[src/rtl/freq_div_scheduler.sv]
// Shared sequential divider producing DIVIDEND / freq for the left and right tone channels.
// Channels are recomputed round-robin whenever their accepted frequency or the octave changes.
module freq_div_scheduler #(
  parameter int unsigned DIVIDEND = 100_000_000,
  parameter int unsigned SILENCE  = 100_000_000,
  parameter int unsigned IN_W     = 32,
  parameter int unsigned OUT_W    = 22
) (
  input  logic             clk,
  input  logic             rst_n,
  input  logic [IN_W-1:0]  freqL,
  input  logic [IN_W-1:0]  freqR,
  input  logic [2:0]       octave,
  output logic [OUT_W-1:0] div_outL,
  output logic [OUT_W-1:0] div_outR,
  output logic             busy,
  output logic             doneL,
  output logic             doneR
);

  localparam int unsigned CNT_W = $clog2(IN_W);
  localparam logic [IN_W-1:0] SIL = IN_W'(SILENCE);
  localparam logic [IN_W-1:0] DVD = IN_W'(DIVIDEND);

  localparam logic [1:0] S_IDLE  = 2'd0;
  localparam logic [1:0] S_LOAD  = 2'd1;
  localparam logic [1:0] S_DIV   = 2'd2;
  localparam logic [1:0] S_STORE = 2'd3;

  logic [1:0]       state;
  logic             sel;
  logic             rr;
  logic [IN_W-1:0]  acc_l;
  logic [IN_W-1:0]  acc_r;
  logic [2:0]       acc_oct;
  logic             stale_l;
  logic             stale_r;
  logic [IN_W-1:0]  divisor;
  logic [IN_W-1:0]  dvd_sh;
  logic [IN_W-1:0]  rem;
  logic [IN_W-1:0]  quot;
  logic [CNT_W-1:0] cnt;
  logic             zero_div;

  logic             pend_l;
  logic             pend_r;
  logic             pick_r;
  logic [IN_W-1:0]  sel_freq;
  logic [IN_W-1:0]  divisor_next;
  logic [IN_W:0]    trial;
  logic             ge;
  logic [OUT_W-1:0] result;

  assign pend_l = (freqL != acc_l) | (octave != acc_oct) | stale_l;
  assign pend_r = (freqR != acc_r) | (octave != acc_oct) | stale_r;
  assign pick_r = pend_r & (~pend_l | rr);
  assign sel_freq = sel ? freqR : freqL;
  assign busy = (state != S_IDLE);

  // A rest keeps its SILENCE divisor regardless of octave so the quotient is exactly 1.
  always_comb begin
    divisor_next = sel_freq;
    if (sel_freq == SIL)
      divisor_next = SIL;
    else if (octave == 3'd1)
      divisor_next = sel_freq >> 1;
    else if (octave == 3'd3)
      divisor_next = sel_freq << 1;
  end

  assign trial  = {rem, dvd_sh[IN_W-1]};
  assign ge     = (trial >= {1'b0, divisor});
  assign result = (zero_div || (|quot[IN_W-1:OUT_W])) ? '1 : quot[OUT_W-1:0];

  always_ff @(posedge clk or negedge rst_n) begin
    if (!rst_n) begin
      state    <= S_IDLE;
      sel      <= 1'b0;
      rr       <= 1'b0;
      acc_l    <= SIL;
      acc_r    <= SIL;
      acc_oct  <= 3'd2;
      stale_l  <= 1'b0;
      stale_r  <= 1'b0;
      divisor  <= '0;
      dvd_sh   <= '0;
      rem      <= '0;
      quot     <= '0;
      cnt      <= '0;
      zero_div <= 1'b0;
      div_outL <= OUT_W'(1);
      div_outR <= OUT_W'(1);
      doneL    <= 1'b0;
      doneR    <= 1'b0;
    end else begin
      doneL <= 1'b0;
      doneR <= 1'b0;
      case (state)
        S_IDLE: begin
          if (pend_l || pend_r) begin
            sel   <= pick_r;
            state <= S_LOAD;
          end
        end
        S_LOAD: begin
          if (sel) acc_r <= freqR;
          else     acc_l <= freqL;
          acc_oct <= octave;
          // Accepting a new octave leaves the other channel's held result stale.
          if (octave != acc_oct) begin
            if (sel) stale_l <= 1'b1;
            else     stale_r <= 1'b1;
          end
          divisor  <= divisor_next;
          zero_div <= (divisor_next == '0);
          dvd_sh   <= DVD;
          rem      <= '0;
          quot     <= '0;
          cnt      <= '0;
          state    <= S_DIV;
        end
        S_DIV: begin
          rem    <= ge ? IN_W'(trial - {1'b0, divisor}) : trial[IN_W-1:0];
          dvd_sh <= dvd_sh << 1;
          quot   <= {quot[IN_W-2:0], ge};
          cnt    <= cnt + 1'b1;
          if (cnt == CNT_W'(IN_W - 1))
            state <= S_STORE;
        end
        default: begin
          if (sel) begin
            div_outR <= result;
            doneR    <= 1'b1;
            stale_r  <= 1'b0;
          end else begin
            div_outL <= result;
            doneL    <= 1'b1;
            stale_l  <= 1'b0;
          end
          rr    <= ~sel;
          state <= S_IDLE;
        end
      endcase
    end
  end

endmodule

[config.mk]
export PLATFORM = sky130hd
export DESIGN_NAME = freq_div_scheduler
export DESIGN_NICKNAME = d
export VERILOG_FILES = /design/src/rtl/freq_div_scheduler.sv
export SDC_FILE = /design/constraint.sdc
export NUM_CORES = 1
export LEC_CHECK = 0
export CORE_MARGIN = 1.5
export CORE_UTILIZATION = 40
export CTS_CLUSTER_SIZE = 16
export DETAILED_ROUTE_END_ITERATION = 6
export REMOVE_ABC_BUFFERS = 1
export SLEW_MARGIN = 5
export SYNTH_ARGS = -nofsm -noshare
export SYNTH_HDL_FRONTEND = slang
export SYNTH_SLANG_ARGS = --single-unit
[constraint.sdc]
create_clock -name clk -period 8.05 [get_ports clk]
set_clock_uncertainty 0.1 [all_clocks]
set_input_delay 2.415 -clock clk [delete_from_list [all_inputs] [get_ports clk]]
set_output_delay 2.415 -clock clk [all_outputs]
set_load 0.005 [all_outputs]
==> summary.md <==
| Metric | Value |
|---|---|
| Vias in the first global route | `10543` |
| Count of final setup violators | `0` |
| LEAKAGE | `0.006672 uW` |
| Worst Max-Slew Pin Slew | `1107 ps` |
| Ant diodes | `0` |
| Placed cell areas | `15160 um2` |
| Final nets | `1611` |
| Die width | `187.6 um` |
| Hold Path Depth | `1` |
| Total track usage | `19.51%` |
| Arr. time, crit path | `5180 ps` |
| Worst hold endpoint | `divisor[26]$_DFFE_PN0P_` |
| Ys flop type | `dfrtp_1` |
| VDD IR max | `0.1497 mV` |
| Core Region | `33530 um2` |
| Die height | `187.6 um` |
| Unrepaired setup endpoints after global routing | `no` |
| Number of antenna violations at the first check in global routing | `0` |
| CTS tree | `yes` |
| Die footprint | `35210 um2` |
| Placer Congestion | `0.8942` |
| P per Cell Area | `178.9 nW/um2` |
| Final ANT Viol Nets | `0` |
| Rel. slew slack | `25.78%` |
| CP required | `8370 ps` |
| Cells after Synth | `1427` |
| Final Cycle Share | `60.45%` |
| GR Util met3 | `2.995%` |
| Clock Tree Root | `clkbuf_16` |
| Design area | `16100 um2` |
| Sequential fraction of the synthesis area | `45.21%` |
| Syn Std Cell Area | `13640 um2` |
| Drt wl/cell | `17.47 um` |
| Clk_lat worst skew | `550 ps` |
| Post-synthesis area per instance | `9.556 um2` |
| Crit Path Category | `input pin to flop` |
| Proportion of layout cells with a drive suffix above 1 | `11.77%` |
| Largest net degree at the start of global routing | `128` |
| Max Clock Freq | `205.5 MHz` |
| Max-slew violation count | `0` |
| Synth unique cells | `72` |
| Critical path endpoint category | `flop` |
| Crit start category | `input pin` |
| Flop2flop setup slack | `4670 ps` |
| YS warnings | `0` |
| # placed instances | `1919` |
| Min-delay src | `divisor[26]$_DFFE_PN0P_` |
| Synth top area cells | `dfrtp_1, mux2_2, dfstp_2, a21oi_1, xnor2_1` |
| Drt total wl | `34390 um` |
| Met2 GRT Util | `31.48%` |
| HPWL after DPL | `24230 um` |
| IO Port Bufs | `115` |
| Non-filler cells, final | `1969` |
| Fraction of registers with async set/reset | `100.0%` |
| Post-route setup TNS | `0 ps` |
| Count of final hold-check violations | `0` |
| Global-route wire length before repair | `56310 um` |
| DR pass1 iterations | `4` |
| Leading area contributor after synthesis | `dfrtp_1` |
| Proportion of netlist area held by the largest area contributor | `40.00%` |
| Clock-pin slew on the worst setup and hold paths | `60 ps` |
| GRT busiest layer | `met2` |
| Num CTS Buffers | `28` |
| Fin crit period | `4867 ps` |
| Crit path max fanout | `37` |
| Initial Util | `40.67%` |
| Fin util | `48.02%` |
| GR Overflow Total | `0` |
| Post-CTS Hold Fix Bufs | `0` |
| Post-CTS sizing | `0` |
| Area grow syn2layout | `18.08%` |
| Clock sinks | `245` |
| Longest Clk Path Bufs | `3` |
| Vias | `10620` |
| # H-tree levels | `1` |
| Run status | `complete, no violations` |
| Drc violations | `0` |
| Number of synthesized flops with an enable pin | `0` |
| Hold WC Path Type | `flop to flop` |
| R2R depth | `10` |
| Flops & latches, synth | `245` |
| FP Rows | `67` |
| M1 GR Usage | `27.19%` |
| Critical R2R Capture | `rem[29]$_DFFE_PN0P_` |
| Max-capacitance violation count | `0` |
| Setup Buffers After CTS | `0` |
| Via density | `5.394` |
| Worst R2R Start | `divisor[12]$_DFFE_PN0P_` |
| Number of I/O pins | `116` |
| Drt first-iter violations | `582` |
## per-layer routing
layer	part of all wire, %	up-vias	routed length (um)
met5	0	-	0
met4	2.1	0	727
met3	4.7	56	1633
met2	46	242	15760
met1	47	5137	16270
li1	-	5185	-
## worst max-delay path by stage
stage	startpoint	to	slack (ps)	cells after the start
2_1_floorplan	octave[2]	zero_div$_DFFE_PN0P_	2520	8
3_3_place_gp	octave[1]	state[1]$_DFFE_PN0P_	2590	9
3_5_place_dp	octave[1]	state[1]$_DFFE_PN0P_	2610	9
4_1_cts	octave[1]	state[1]$_DFFE_PN0P_	3200	9
5_1_grt	octave[1]	state[1]$_DFFE_PN0P_	3000	9
6_report	octave[1]	state[1]$_DFFE_PN0P_	3180	9
## synth_stat cells (all sizes together) (6+ instances only)
cell type / number
a31oi: 22
o22ai: 9
a21o: 18
xnor2: 61
nor4: 18
dfstp: 27
a211oi: 6
mux2i: 52
or3: 10
ha: 40
nor3: 10
nand2: 74
and3: 11
o21a: 7
o21bai: 6
nand3: 67
nor2b: 7
dfrtp: 218
inv: 95
o2bb2ai: 18
a21oi: 112
nor3b: 8
and2: 8
buf: 21
clkbuf: 62
o21ai: 93
o211ai: 10
mux2: 81
nand4: 27
nor2: 136
nand2b: 7
xor2: 25
## registers in the layout (all words and copies together), names as in the netlist
name      cells
doneL         1
div_outR     22
state         2
stale_r       1
divisor      32
div_outL     22
zero_div      1
sel           1
cnt           5
rem          32
stale_l       1
acc_oct       3
quot         32
acc_l        32
dvd_sh       24
acc_r        32
doneR         1
rr            1
## report_power, final
group	internal [uW]	leakage (uW)	switching, uW
clock network	790	0.000459	513
logic	124	0.00325	166
registers	1270	0.00296	18.8
## kinds of logic (layout without fill, tap and decap cells)
family          Yosys count  in the layout  share of synthesized area [%]
mux                     134            134                          10.67
flops                   245            245                          45.21
fa+ha+maj                41             41                          3.817
compound gates          343            343                          15.54
simple gates            400            400                          14.15
xor+xnor                 86             86                          5.523
buf+inv                 178            272                          5.092
## cells in the final DEF, fill, tap and decap left out, types with 11 or more instances in the layout
cell type        Yosys  layout
nor4_1              18      18
mux2_2              81      81
clkdlybuf4s50_1      0     114
nand3_1             67      67
xor2_1              25      25
o21ai_0             91      91
dfrtp_1            218     217
xnor2_1             61      61
buf_4                3      11
nand4_1             27      27
dfstp_2             27      27
a21o_1              18      18
a21oi_1            112     111
mux2i_1             52      52
a31oi_1             22      22
nand2_1             74      74
o2bb2ai_1           18      18
and3_1              11      11
inv_1               95      95
ha_1                40      37
nor2_1             136     136
clkbuf_16            0      28
## per-stage QoR
step	hold slack, ps	total power (uW)	worst slack, ps
floorplan	364.1	1464	2523
CTS	407.1	2918	3198
global placement	388.2	1594	2590
finish	401.9	2880	3183
global route	427.4	3003	3001
detailed placement	393.5	1597	2611
## critical path: stages
cell and delay (ps):
clkdlybuf4s50_1 470, buf_4 360, xor2_1 130, nor3_1 560, nand4_1 210, or4_1 560
nor3_1 200, a21oi_1 100, mux2i_1 170
## final cells by class
class	count	area [um2]
fillers	3215	17430
multi-input cells	1004	6819
flip-flops and latches	245	6166
repair buffers	127	1259
clock buffers	40	765.7
well taps	448	560.5
inverters	95	356.6
clock inverters	10	175.2
Note: power is estimated with default switching activity, not from simulation.
